## src/rtl/mod_updown_counter.sv

```systemverilog
// Modulo up/down counter with sync clear, parallel load, terminal-count pulse and saturating
// wrap counter; includes a reset synchroniser whose output is exported for neighbouring logic.
module mod_updown_counter #(
    parameter int WIDTH       = 8,
    parameter int MOD_VALUE   = 10,
    parameter int RESET_VALUE = 0,
    parameter int SYNC_STAGES = 2,
    parameter int WRAP_W      = 4
) (
    input  logic              clk,
    input  logic              rst_n,
    output logic              rst_sync_n,
    input  logic              sync_clr,
    input  logic              load,
    input  logic [WIDTH-1:0]  load_val,
    input  logic              en,
    input  logic              up_dn,
    output logic [WIDTH-1:0]  count,
    output logic              tc,
    output logic [WRAP_W-1:0] wrap_cnt
);

    localparam logic [WIDTH-1:0]  CNT_MAX = WIDTH'(MOD_VALUE - 1);
    localparam logic [WIDTH-1:0]  CNT_RST = WIDTH'(RESET_VALUE);
    localparam logic [WIDTH:0]    MOD_EXT = (WIDTH + 1)'(MOD_VALUE);
    localparam logic [WRAP_W-1:0] WRAP_SAT = '1;

    // Elaboration-time parameter legality checks
    if (WIDTH < 1 || WIDTH > 31) begin : g_chk_width
        $fatal(1, "mod_updown_counter: WIDTH must be 1..31");
    end
    if (MOD_VALUE < 2 || longint'(MOD_VALUE) > (longint'(1) << WIDTH)) begin : g_chk_mod
        $fatal(1, "mod_updown_counter: MOD_VALUE must be 2..2**WIDTH");
    end
    if (RESET_VALUE < 0 || RESET_VALUE >= MOD_VALUE) begin : g_chk_rst
        $fatal(1, "mod_updown_counter: RESET_VALUE must be < MOD_VALUE");
    end
    if (SYNC_STAGES < 2) begin : g_chk_sync
        $fatal(1, "mod_updown_counter: SYNC_STAGES must be >= 2");
    end
    if (WRAP_W < 1) begin : g_chk_wrap
        $fatal(1, "mod_updown_counter: WRAP_W must be >= 1");
    end

    logic [SYNC_STAGES-1:0] r_sync;
    logic [WIDTH-1:0]       r_count;
    logic                   r_tc;
    logic [WRAP_W-1:0]      r_wrap;

    logic [WIDTH-1:0]       w_count_nxt;
    logic                   w_tc_nxt;
    logic [WRAP_W-1:0]      w_wrap_nxt;
    logic [WRAP_W-1:0]      w_wrap_inc;
    logic                   w_load_ok;

    // Reset synchroniser: asynchronous assert, ones shifted in after rst_n release
    always_ff @(posedge clk or negedge rst_n) begin
        if (!rst_n) begin
            r_sync <= '0;
        end else begin
            r_sync <= {r_sync[SYNC_STAGES-2:0], 1'b1};
        end
    end

    assign rst_sync_n = r_sync[SYNC_STAGES-1];

    assign w_load_ok  = ({1'b0, load_val} < MOD_EXT);
    assign w_wrap_inc = (r_wrap == WRAP_SAT) ? r_wrap : r_wrap + WRAP_W'(1);

    // Next-state: sync_clr > load > en; equality against CNT_MAX also covers natural overflow
    always_comb begin
        w_count_nxt = r_count;
        w_tc_nxt    = 1'b0;
        w_wrap_nxt  = r_wrap;
        if (sync_clr) begin
            w_count_nxt = CNT_RST;
            w_wrap_nxt  = '0;
        end else if (load) begin
            w_count_nxt = w_load_ok ? load_val : CNT_MAX;
        end else if (en) begin
            if (up_dn) begin
                if (r_count == CNT_MAX) begin
                    w_count_nxt = '0;
                    w_tc_nxt    = 1'b1;
                    w_wrap_nxt  = w_wrap_inc;
                end else begin
                    w_count_nxt = r_count + WIDTH'(1);
                end
            end else begin
                if (r_count == '0) begin
                    w_count_nxt = CNT_MAX;
                    w_tc_nxt    = 1'b1;
                    w_wrap_nxt  = w_wrap_inc;
                end else begin
                    w_count_nxt = r_count - WIDTH'(1);
                end
            end
        end
    end

    // Datapath held in reset until the synchronised reset releases
    always_ff @(posedge clk or negedge rst_sync_n) begin
        if (!rst_sync_n) begin
            r_count <= CNT_RST;
            r_tc    <= 1'b0;
            r_wrap  <= '0;
        end else begin
            r_count <= w_count_nxt;
            r_tc    <= w_tc_nxt;
            r_wrap  <= w_wrap_nxt;
        end
    end

    assign count    = r_count;
    assign tc       = r_tc;
    assign wrap_cnt = r_wrap;

endmodule
```

## config.mk

```make
export PLATFORM = sky130hd
export DESIGN_NAME = mod_updown_counter
export DESIGN_NICKNAME = d
export VERILOG_FILES = /design/src/rtl/mod_updown_counter.sv
export SDC_FILE = /design/constraint.sdc
export NUM_CORES = 1
export LEC_CHECK = 0
export ABC_CLOCK_PERIOD_IN_PS = 800
export CAP_MARGIN = 20
export CORE_ASPECT_RATIO = 0.9
export CORE_MARGIN = 2
export CORE_UTILIZATION = 30
export CTS_CLUSTER_DIAMETER = 30
export CTS_CLUSTER_SIZE = 40
export DETAILED_ROUTE_END_ITERATION = 12
export REMOVE_ABC_BUFFERS = 1
export SLEW_MARGIN = 20
export SYNTH_ARGS = -nofsm -noshare
export SYNTH_HDL_FRONTEND = slang
export SYNTH_SLANG_ARGS = --single-unit
```

## constraint.sdc

```tcl
create_clock -name clk -period 0.8 [get_ports clk]
set_input_delay 0.24 -clock clk [delete_from_list [all_inputs] [get_ports clk]]
set_output_delay 0.24 -clock clk [all_outputs]
set_load 0.005 [all_outputs]
```

## Word-level counts from Yosys, hierarchy flattened

Index checks and enable logic that the tools add are counted.

| storage, ports and cells | value |
|---|---|
| register bits after elaboration | 15 |
| bits in latches | 0 |
| RAM bits | 0 |
| bits in read-only memories | 0 |
| input bits | 14 |
| output and inout port bits | 14 |
| logic and storage cells | 37 |
| memories | 0 |

| cells by class | value |
|---|---|
| add/sub/neg operators | 3 |
| multipliers | 0 |
| divide/modulo/power cells | 0 |
| magnitude comparators | 1 |
| equal/unequal tests | 4 |
| shift-type cells | 0 |
| muxes and demuxes | 20 |
| bitwise operators | 0 |
| reduce and logical (&&, ||, !) cells | 5 |

Operators by type and width:

| operator | count |
|---|---|
| 8-bit 2-to-1 mux | 7 |
| 4-bit 2-to-1 mux | 7 |
| 8-bit by 1-bit adder with 8-bit output, second input constant | 1 |
| 8-bit by 4-bit == test with 1-bit output, second input constant | 1 |
| 8-bit zero test | 1 |
| 8-bit by 4-bit less-than comparator with 1-bit output, second input constant | 1 |
| 8-bit by 1-bit subtractor with 8-bit output, second input constant | 1 |
| 1-bit 2-to-1 mux | 6 |
| 3-bit nonzero test | 2 |
| 4-bit by 1-bit adder with 4-bit output, second input constant | 1 |
| 4-bit == test, second input constant | 1 |
| 4-bit AND reduction | 1 |
| 3-bit by 2-bit != test with 1-bit output, second input constant | 1 |
| 2-bit != test, second input constant | 1 |
| 2-bit nonzero test | 1 |

## Longest topological paths before layout

| depth | value |
|---|---|
| depth in word-level cells | 7 |
| mapped depth | 6 |

## Worst setup path before layout

OpenSTA, ideal clock, no wires.

| timing path | value |
|---|---|
| path kind | reg2reg |
| start | register r_count[0], in the netlist count[0] |
| end | register r_wrap[3], in the netlist wrap_cnt[3] |
| setup time | 0.078 ns |
| arrival | 1.811 ns |
| path slack | -1.088 ns |
| cell stages (with the launch flop) | 7 |
| buffers on the path | 0 |
| clock period less this slack | 1.888 ns |
| cell sequence | dfrtp_1 > inv_1 > ha_1 > nor3b_1 > o211ai_4 > or4_1 > a21oi_1 |

| on the way | value |
|---|---|
| cells in the longest elaborated chain, start to end | 3 |
| elaborated cells on any way between the ends | 5 |
| classes of those cells | 2 x eq/ne; 3 x reduce/logical |

RTL lines:

| element | line | text |
|---|---|---|
| start, declared | 46 | `logic [WIDTH-1:0] r_count;` |
| start signal, assigned | 108 | `r_count <= w_count_nxt;` |
| 8-bit by 4-bit == test with 1-bit output / 8-bit zero test (equally long branches) | 82, 90 |  |
| 3-bit by 2-bit != test with 1-bit output (no source line) / 3-bit nonzero test (equally long branches) | n/a |  |
| 4-bit AND reduction (no source line) * | n/a |  |
| end signal, assigned | 110 | `r_wrap <= w_wrap_nxt;` |
| end, declared | 48 | `logic [WRAP_W-1:0] r_wrap;` |

Every way passes the cells marked *; elsewhere a longest branch is shown, timed or not.
A chain may end at the register's enable or synchronous reset.

## Final worst setup path

| timing path | value |
|---|---|
| start | register r_count[1], in the netlist count[1] |
| end | register r_wrap[3], in the netlist wrap_cnt[3] |

Same word-level chain as after synthesis.

==> metrics.yaml <==
synthesis:
  synth_adder_area_share_pct: 5.70
  yosys.area.top_type_share_pct: 34.2
  muxShareOfSynthArea_pct: 2.85
  synth_compound_area_share_pct: 20.5
  synth_top_family_by_area: "simple AND/OR/NAND/NOR gates"
  synth_edf_count: 0
  synth.lib_cells_used.distinct: 46
  synth-xor-area-share_pct: 3.19
  yosys_warnings: 0
  synth_top_area_cell: "dfrtp_1"
  synthCells: 123
  synth-seq-area-share_pct: 34.2
  synthTopCellsByArea: "dfrtp_1 (34%), ha_1 (5.7%), nor3_1 (3.2%)"
  yosys_most_used_dff: "dfrtp_1"
  syn_area_um2: 1100
  yosys.area_share.simple_pct: 29.1
  synth-seq-cells: 15
  ys_async_sr_fraction_pct: 100
  syn_avg_cell_area_um2: 8.92
grt:
  grt_pass1_vias: 1375
  grt_util_all_layers_pct: 21.8
  grt_overflow_total: 0
  grt_first_pass_wirelength_mm: 6.59
  grt_max_degree: 14
  grt_antenna_before_repair: 0
routing:
  first_pass_iters: 4
  drc: 0
  drtIter0Drc: 48
  vias_per_cell: 5.31
  finalWirelength_mm: 4.24
  ant_nets: 0
  vias: 1344
  wl_per_cell_um: 16.8
floorplanning:
  die_h_um: 61.4
  coreArea_um2: 3430
  rows: 20
  start_util_pct: 32.0
  design.portCount: 28
  die_area_um2: 4160
  fp.dieW_um: 67.8
worst_hold_path:
  holdCritPathClass: "input pin to async pin"
flow_run:
  drv_cap: 0
worst_setup_path:
  cp-end-kind: "flop"
  cp-start-kind: "flop"
  crit_type: "flop to flop"
  crit_chain: "inv_2 > buf_6 > ha_4 > and3_4 > o211ai_4 > or4_4 > a21oi_2"
  crit_cells: 7
  reg2reg_to: "wrap_cnt[3]"
  cp_slowest_cell: "or4_4"
  path_max_fanout: 4
  crit_family: "simple AND/OR/NAND/NOR gates"
  r2r_cells: 7
  slowest_delay_ns: 0.54
  critPathArrivalTime_ns: 1.91
  cp.required_ns: 0.98
  r2r_start: "count[1]"
  crit_buf_inv: 2
  rrSetupSlack_ns: -0.93
cts:
  clk_pin_slew_worst_paths_ns: 0.06
  clock-root-buffer: "clkbuf_8"
  numCtsBuffers: 3
  htreeDepth: 1
  clockBufferDepth: 2
  clk_latency_ns: 0.25
  cts_sinks: 15
  cts_tree: "yes"
outcome:
  outcome: "complete, but fails checks"
  violations: "negative setup slack"
sta:
  fin_skew_ns: 0.00165
  finalMaxSlewViolations: 0
  finalCritPeriodShare_pct: 217
  rsz0062_at_grt: "yes"
  finalSetupViolCount: 27
  fmax_ghz: 0.577
  post-route-min-period_ns: 1.73
  hold_viol: 0
  fin_ws_ns: -0.932
power:
  power.total_mw: 2.48
  ir_drop_mv: 1.03
  p_leak_nw: 0.927
  powerDensity_nw_per_um2: 1150
place:
  port_buffers: 27
  place.gp.congestion: 0.869
  dp_cells: 230
  dp_hpwl_mm: 2.66
cells_and_area:
  stdcell_count: 253
  drive_gt1_share_pct: 52.2
  synthToLayoutAreaGrowth_pct: 96.2
  nets: 229
  n_antenna_cell: 0
  layout_common_cells: "buf_4 (40), buf_6 (28), clkdlybuf4s50_1 (13), dfrtp_1 (12), nand2_1 (7)"
  final_core_util_pct: 62.8
  final_common_cell: "buf_4"
==> through the flow <==
stage          TNS [ns]  worst slack (ns)  instance area (µm²)  hold WS, ns
6_report         -16.09            -0.932                 2150        0.149
2_1_floorplan    -10.01             -1.09                 1070      -0.0556
4_1_cts          -16.16            -0.943                 2030        0.148
3_3_place_gp     -17.93             -1.04                 1710        0.267
3_5_place_dp     -18.25             -1.08                 1710        0.262
5_1_grt          -17.55             -1.02                 2150        0.151
==> layer usage <==
| layer | wire length [µm] | global-route usage (%) | vias to the layer above |
|---|---|---|---|
| li1 | - | - | 628 |
| met1 | 1750 | 26.4 | 662 |
| met2 | 2200 | 37.5 | 48 |
| met3 | 237 | 5.67 | 6 |
| met4 | 55 | 8.45 | 0 |
| met5 | 0 | 0 | - |
==> state kept, by name, summed over array words and instances (netlist names) <==
register,flops
wrap_cnt,4
tc,1
count,8
r_sync,2
==> report_power, final <==
part | leakage [nW] | internal, mW | switching (mW) | total [mW]
sequential | 0.196 | 0.788 | 0.0349 | 0.822
combinational | 0.705 | 0.579 | 0.448 | 1.03
clock | 0.0255 | 0.345 | 0.285 | 0.630
total | 0.927 | 1.71 | 0.768 | 2.48
==> area by class of cell <==
cell class              count  area [µm²]
repair buffers             88         807
well taps                  44        55.1
clock inverters             1        5.00
flip-flops and latches     15         379
clock buffers               3        41.3
multi-input cells          98         851
inverters                   4        15.0
fillers                   255        1270
==> kinds of logic after synthesis <==
group,count (synthesis)
AND/OR/NAND/NOR,54
multiplexers,3
AO/OA/AOI/OAI,31
other,1
flip-flops,15
adder cells (fa/ha/maj),5
buffers and inverters,10
XOR/XNOR,4
==> synthesized netlist by cell type, types with 2 or more instances <==
cell type,number
ha_1,5
nand2_1,9
or4_1,2
dfrtp_1,15
o31ai_1,2
mux2i_1,2
a211oi_1,3
and3_1,2
nor3_1,7
xnor2_1,3
nor2_1,7
o21ai_0,7
nand2b_1,5
clkbuf_1,4
inv_1,4
nor2b_1,2
nor3b_1,3
nand3_1,6
nand4_1,2
a311oi_1,2
nor4_1,2
a21oi_1,5
==> worst register-to-register path, stage by stage (launching register included) <==
cell      delay (ns)
dfrtp_1         0.39
inv_2           0.09
buf_6           0.11
ha_4            0.12
and3_4          0.18
o211ai_4        0.10
or4_4           0.54
a21oi_2         0.13
==> how the worst max path moves through the flow <==
stage / startpoint / end / slack (ns)
after floorplan: count[0] / wrap_cnt[3] / -1.09
after global placement: up_dn / wrap_cnt[3] / -1.04
after detailed placement: up_dn / wrap_cnt[3] / -1.08
after CTS: count[1] / wrap_cnt[3] / -0.94
after global routing: count[0] / count[0] / -1.02
final: count[1] / wrap_cnt[3] / -0.93
==> repair_timing <==
action | 4_1_cts | 5_1_grt
hold buffers | 0 | 0
setup endpoints to repair | 27 | 27
cloned | 0 | 0
resized for setup | 95 | 26
pin swaps | 16 | 11
buffers inserted | 15 | 11
Note: power is estimated with default switching activity, not from simulation.
